$ cat config.mk
export PLATFORM = sky130hd
export DESIGN_NAME = seg_scan_ctrl
export DESIGN_NICKNAME = d
export VERILOG_FILES = /design/src/rtl/seg_pkg.sv /design/src/rtl/hex7seg_dec.sv /design/src/rtl/seg_scan_ctrl.sv
export SDC_FILE = /design/constraint.sdc
export NUM_CORES = 1
export LEC_CHECK = 0
export BUFFER_PORTS_ARGS = -buffer_cell sky130_fd_sc_hd__buf_2
export CAP_MARGIN = 30
export CORE_MARGIN = 5
export CORE_UTILIZATION = 28
export DETAILED_ROUTE_END_ITERATION = 10
export PLACE_DENSITY = 0.5
export SYNTH_ARGS = -nofsm -noshare
export SYNTH_HDL_FRONTEND = slang
export SYNTH_SLANG_ARGS = --single-unit
$ cat constraint.sdc
create_clock -name clk -period 4.1 [get_ports clk]
set_input_delay 0.615 -clock clk [delete_from_list [all_inputs] [get_ports clk]]
set_output_delay 0.615 -clock clk [all_outputs]
set_load 0.005 [all_outputs]
$ cat src/rtl/seg_pkg.sv
// Shared constants for the 7-segment scan controller: digit count,
// blank pattern and the active-low segment codes ({g,f,e,d,c,b,a}).
package seg_pkg;

    localparam int unsigned N_DIGITS = 4;

    localparam logic [6:0] SEG_BLANK = 7'h7F;

    localparam logic [6:0] SEG_0 = 7'b1000000;
    localparam logic [6:0] SEG_1 = 7'b1111001;
    localparam logic [6:0] SEG_2 = 7'b0100100;
    localparam logic [6:0] SEG_3 = 7'b0110000;
    localparam logic [6:0] SEG_4 = 7'b0011001;
    localparam logic [6:0] SEG_5 = 7'b0010010;
    localparam logic [6:0] SEG_6 = 7'b0000010;
    localparam logic [6:0] SEG_7 = 7'b1111000;
    localparam logic [6:0] SEG_8 = 7'b0000000;
    localparam logic [6:0] SEG_9 = 7'b0010000;
    localparam logic [6:0] SEG_A = 7'b0001000;
    localparam logic [6:0] SEG_B = 7'b0000011;
    localparam logic [6:0] SEG_C = 7'b1000110;
    localparam logic [6:0] SEG_D = 7'b0100001;
    localparam logic [6:0] SEG_E = 7'b0000110;
    localparam logic [6:0] SEG_F = 7'b0001110;

endpackage

$ cat src/rtl/hex7seg_dec.sv
// Combinational hex nibble to active-low 7-segment decoder.
module hex7seg_dec
    import seg_pkg::*;
(
    input  logic [3:0] nibble,
    output logic [6:0] seg
);

    // Table lookup of the segment pattern for one hex digit
    always_comb begin
        seg = SEG_BLANK;
        unique case (nibble)
            4'h0: seg = SEG_0;
            4'h1: seg = SEG_1;
            4'h2: seg = SEG_2;
            4'h3: seg = SEG_3;
            4'h4: seg = SEG_4;
            4'h5: seg = SEG_5;
            4'h6: seg = SEG_6;
            4'h7: seg = SEG_7;
            4'h8: seg = SEG_8;
            4'h9: seg = SEG_9;
            4'hA: seg = SEG_A;
            4'hB: seg = SEG_B;
            4'hC: seg = SEG_C;
            4'hD: seg = SEG_D;
            4'hE: seg = SEG_E;
            4'hF: seg = SEG_F;
        endcase
    end

endmodule

$ cat src/rtl/seg_scan_ctrl.sv
// 4-digit common-anode display scanner. Divides clk to a per-digit tick,
// rotates the active-low digit enables and takes new display values through
// a one-deep pending slot that is only committed at a frame boundary.
module seg_scan_ctrl
    import seg_pkg::*;
#(
    parameter int unsigned DIV_CNT = 25000
) (
    input  logic        clk,
    input  logic        rst,
    input  logic        wr_en,
    input  logic [15:0] wr_data,
    output logic        ready,
    input  logic [3:0]  blank_mask,
    input  logic [3:0]  dp_mask,
    output logic [3:0]  an,
    output logic [6:0]  seg,
    output logic        dp_n
);

    localparam int unsigned CW = $clog2(DIV_CNT);

    logic [CW-1:0] div_cnt;
    logic [1:0]    idx;
    logic [15:0]   disp;
    logic [15:0]   pending;
    logic          pend_valid;

    logic          tick;
    logic          boundary;
    logic          commit;
    logic [1:0]    idx_nxt;
    logic [15:0]   src;
    logic [3:0]    nibble;
    logic [6:0]    seg_dec;

    // Tick, frame boundary and next digit selection
    always_comb begin
        tick     = (div_cnt == CW'(DIV_CNT - 1));
        boundary = tick && (idx == 2'(N_DIGITS - 1));
        commit   = boundary && pend_valid;
        idx_nxt  = (idx == 2'(N_DIGITS - 1)) ? 2'd0 : idx + 2'd1;
        // On a committing boundary digit 0 is decoded straight from the
        // pending value so the whole new frame shows the new digits.
        src      = commit ? pending : disp;
        nibble   = src[{idx_nxt, 2'b00} +: 4];
        ready    = ~pend_valid;
    end

    hex7seg_dec u_dec (
        .nibble (nibble),
        .seg    (seg_dec)
    );

    // Divider, scan position, write slot and registered display outputs
    always_ff @(posedge clk) begin
        if (rst) begin
            div_cnt    <= '0;
            idx        <= 2'd3;
            disp       <= '0;
            pending    <= '0;
            pend_valid <= 1'b0;
            an         <= '1;
            seg        <= SEG_BLANK;
            dp_n       <= 1'b1;
        end else begin
            div_cnt <= tick ? '0 : div_cnt + CW'(1);

            if (tick) begin
                idx <= idx_nxt;
                if (blank_mask[idx_nxt]) begin
                    an   <= '1;
                    seg  <= SEG_BLANK;
                    dp_n <= 1'b1;
                end else begin
                    an   <= ~(4'b0001 << idx_nxt);
                    seg  <= seg_dec;
                    dp_n <= ~dp_mask[idx_nxt];
                end
            end

            // Capture and commit are mutually exclusive: capture needs an
            // empty slot, commit needs a full one.
            if (wr_en && !pend_valid) begin
                pending    <= wr_data;
                pend_valid <= 1'b1;
            end else if (commit) begin
                disp       <= pending;
                pend_valid <= 1'b0;
            end
        end
    end

endmodule

==> out/qor.txt <==
DRT
-------------------------------------------------------------------------------------------------
Detailed-route vias per instance ...................................................        4.395
Violation count after the first detailed-routing iteration .........................           86
Detailed-route wire length .........................................................      5941 µm
Via total after detailed routing ...................................................         2171
Routed len/inst ....................................................................     12.03 µm
Final antenna-violating net count ..................................................            0
DRC violations left ................................................................            0
Number of search-and-repair iterations in the first detailed-routing pass ..........            4

STA
-------------------------------------------------------------------------------------------------
Final critical-path required period ................................................     3.404 ns
Fin. Hold Viols ....................................................................            0
Final critical-path share of the clock period ......................................       83.02%
Number of max-slew violations in the final report ..................................            0
RSZ-0062 raised after global routing ...............................................           no
Slew headroom ......................................................................       46.59%
Transition time of the tightest slew-check pin .....................................    0.7952 ns
Worst-case clock skew ..............................................................  0.004542 ns
Smallest hold slack ................................................................    0.4545 ns
Highest attainable clock frequency .................................................    293.8 MHz
Post-Route Setup TNS ...............................................................         0 ns
Setup violations, final ............................................................            0

CLOCK TREE
-------------------------------------------------------------------------------------------------
Number of buffers inserted during clock tree synthesis .............................            9
Number of instances resized during post-cts repair .................................            0
Number of buffers added for setup after CTS ........................................            0
Deepest clock path buffer count ....................................................            2
Clock tree root buffer cell ........................................................ sky130_fd_sc_hd__clkbuf_8
Number of levels in the clock H-tree ...............................................            3
Latest clock arrival within the worst-skew pair ....................................      0.34 ns
Reg clk slew, reported paths .......................................................      0.07 ns
Clock sinks ........................................................................           62
Count of hold-fix buffers inserted at cts ..........................................            0
Clock tree from TritonCTS ..........................................................         done

PLACEMENT
-------------------------------------------------------------------------------------------------
Placed Instances ...................................................................          478
# port buffers .....................................................................           39
Detailed placer's ending HPWL ......................................................      4356 µm
Placer Congestion ..................................................................       0.7544

SYNTHESIS
-------------------------------------------------------------------------------------------------
Syn Std Cell Area ..................................................................     2810 µm²
Dominant cell type by area after synthesis ......................................... sky130_fd_sc_hd__dfxtp_1
Post-Syn Area per Cell .............................................................    8.755 µm²
Proportion of netlist area held by the largest area contributor ....................       44.17%
Post-synth EDFFs ...................................................................            0
Number of synthesized register bits ................................................           62
Syn_nets ...........................................................................          360
Post-synthesis cell count ..........................................................          321
Number of distinct library cell variants in the gate-level netlist after synthesis .           35
Most area-consuming cells after synthesis .......................................... sky130_fd_sc_hd__dfxtp_1, sky130_fd_sc_hd__nand2_1, sky130_fd_sc_hd__a21oi_1
Part of the Yosys area used for sequential elements ................................       44.17%
Dominant synthesized flop cell ..................................................... sky130_fd_sc_hd__dfxtp_1
Warnings from Yosys ................................................................            0
Share of synthesized registers carrying an async set or reset ......................           0%

FINISH
-------------------------------------------------------------------------------------------------
Share of final-layout standard cells stronger than drive strength 1 ................       20.50%
Most used cells in the layout excluding fill and tap cells ......................... sky130_fd_sc_hd__dfxtp_1, sky130_fd_sc_hd__nand2_1, sky130_fd_sc_hd__buf_2, sky130_fd_sc_hd__nor2_1, sky130_fd_sc_hd__a21oi_1
Inserted Diodes ....................................................................            0
Fill cell instance count of the final layout .......................................         1047
Final #Nets ........................................................................          395
Most common library cell in the layout ignoring fill and taps ...................... sky130_fd_sc_hd__dfxtp_1
Area overhead of the layout relative to synthesis ..................................       18.57%
Post-layout instance count excluding filler cells ..................................          494

GRT
-------------------------------------------------------------------------------------------------
Initial antenna violation count ....................................................            0
Wire length of the first global-routing pass .......................................     10180 µm
Global routing usage summed across all routing layers ..............................       10.79%
Total congestion overflow ..........................................................            0
Vias in the first global route .....................................................         2141
Largest net degree at the start of global routing ..................................           36

DIE
-------------------------------------------------------------------------------------------------
CORE AREA ..........................................................................     9774 µm²
Die boundary height ................................................................     110.2 µm
Starting Density ...................................................................       28.75%
Rows ...............................................................................           36
Number of ports placed on the die boundary .........................................           40
Die X-Extent .......................................................................     110.2 µm
Full die area ......................................................................    12140 µm²

SETUP PATH
-------------------------------------------------------------------------------------------------
Critical Path Source Type ..........................................................         flop
Longest individual stage delay on the worst path ...................................      0.75 ns
Critical path, cell by cell ........................................................ or4_4 -> nor4_4 -> mux2i_1 -> a211oi_1 -> or2_2 -> ha_1 -> mux2_2 -> mux2i_1 -> a21oi_1
Arrival time worst endpoint ........................................................      3.60 ns
Number of buffers and inverters on the critical path ...............................            0
Cell repeated most along the worst path ............................................ sky130_fd_sc_hd__mux2i_1
Data required time of the worst path ...............................................      4.29 ns
Critical setup path kind ........................................................... flop to flop
Slowest cell on the critical path .................................................. sky130_fd_sc_hd__nor4_4
Family with the most delay on the worst path ....................................... simple AND/OR/NAND/NOR gates
Crit path capture type .............................................................         flop
Critical path peak fanout ..........................................................           10

RUN STATUS
-------------------------------------------------------------------------------------------------
Result of the run .................................................................. finished clean

POWER
-------------------------------------------------------------------------------------------------
Leakage power of the design ........................................................     1.250 nW
Worst ir drop on vdd ...............................................................     106.4 µV
Total power density per cell area .................................................. 382.0 nW/µm²

WORST HOLD PATH
-------------------------------------------------------------------------------------------------
Worst min-delay path category ...................................................... flop to flop

FLOW RUN
-------------------------------------------------------------------------------------------------
Count of maximum capacitance violations ............................................            0

==> worst min-delay path: cells and delay by family (launching register included) <==
kind,cells,cell delay [ns]
flops,1,0.31
compound gates,1,0.05
simple gates,1,0.05
==> power breakdown <==
part	leakage (nW)	switching [mW]	internal, mW	total, mW
sequential	0.503	0.00904	0.614	0.623
clock	0.113	0.241	0.360	0.601
combinational	0.633	0.0279	0.0208	0.0487
==> routing by layer <==
metal	part of all wire [%]	global-route usage, %	wire length [µm]	vias to the layer above
met2	42	15.51	2469	40
met1	53	15.23	3132	984
met3	4.3	2.854	257	7
met4	1.4	4.485	82	0
met5	0	0	0	-
li1	-	-	-	1140
==> final timing paths <==
| kind | slack, ns | startpoint | cells after the start | endpoint |
|---|---|---|---|---|
| hold reg to reg | 0.45 | disp[4] | 2 | disp[4] |
| setup reg to reg | 0.70 | div_cnt[10] | 9 | seg[3] |
| setup / recovery | 0.70 | div_cnt[10] | 9 | seg[3] |
| hold / removal | 0.45 | disp[4] | 2 | disp[4] |
==> synthesized netlist by cell type (all sizes together) (2+ instances only) <==
| cell type | instances |
|---|---|
| dfxtp | 62 |
| inv | 17 |
| clkbuf | 10 |
| nand2 | 58 |
| nand4 | 4 |
| mux2 | 3 |
| o221ai | 3 |
| ha | 12 |
| buf | 8 |
| o21ai | 4 |
| and3 | 3 |
| or3 | 3 |
| nor3 | 3 |
| mux2i | 14 |
| nand3 | 8 |
| o21a | 2 |
| mux4 | 6 |
| o211ai | 2 |
| nor2 | 38 |
| xor2 | 6 |
| nor4 | 2 |
| xnor2 | 6 |
| a21oi | 36 |
| or2 | 5 |
==> metrics by stage <==
step / area (µm²) / total power [mW] / util, % / setup WS (ns)
floorplan: 2810 / 0.6655 / - / 1.142
global placement: 3100 / 0.6863 / 31.72 / 0.8099
detailed placement: 3108 / 0.6877 / 31.80 / 0.7147
CTS: 3332 / 1.296 / 34.09 / 0.6923
global route: 3332 / 1.330 / 34.09 / 0.4992
finish: 3332 / 1.273 / 34.09 / 0.6963
==> state kept, by name, indices dropped and copies added (netlist names) <==
signal	flops
dp_n	1
div_cnt	15
pend_valid	1
pending	16
idx	2
seg	7
an	4
disp	16
==> cells by family (layout without fill, tap and decap cells) <==
group / count (synthesis) / count (layout) / share of synthesized area (%)
and+or+nand+nor: 127 / 127 / 20.21
xor gates and xnor gates: 12 / 12 / 4.007
AOI/OAI and AO/OA: 50 / 50 / 9.929
buffers and inverters: 35 / 75 / 5.343
muxes: 23 / 23 / 11.00
adders and majority gates: 12 / 12 / 5.343
DFF: 62 / 62 / 44.17
==> area by class of cell <==
type,count,area (µm²),area share [%]
repair buffers,42,217.7,6.534
clock buffers,11,141.4,4.243
well taps,133,166.4,4.994
inverters,17,63.81,1.915
multi-input cells,224,1419,42.58
clock inverters,5,82.58,2.478
flip-flops and latches,62,1241,37.25
Note: power is estimated with default switching activity, not from simulation.
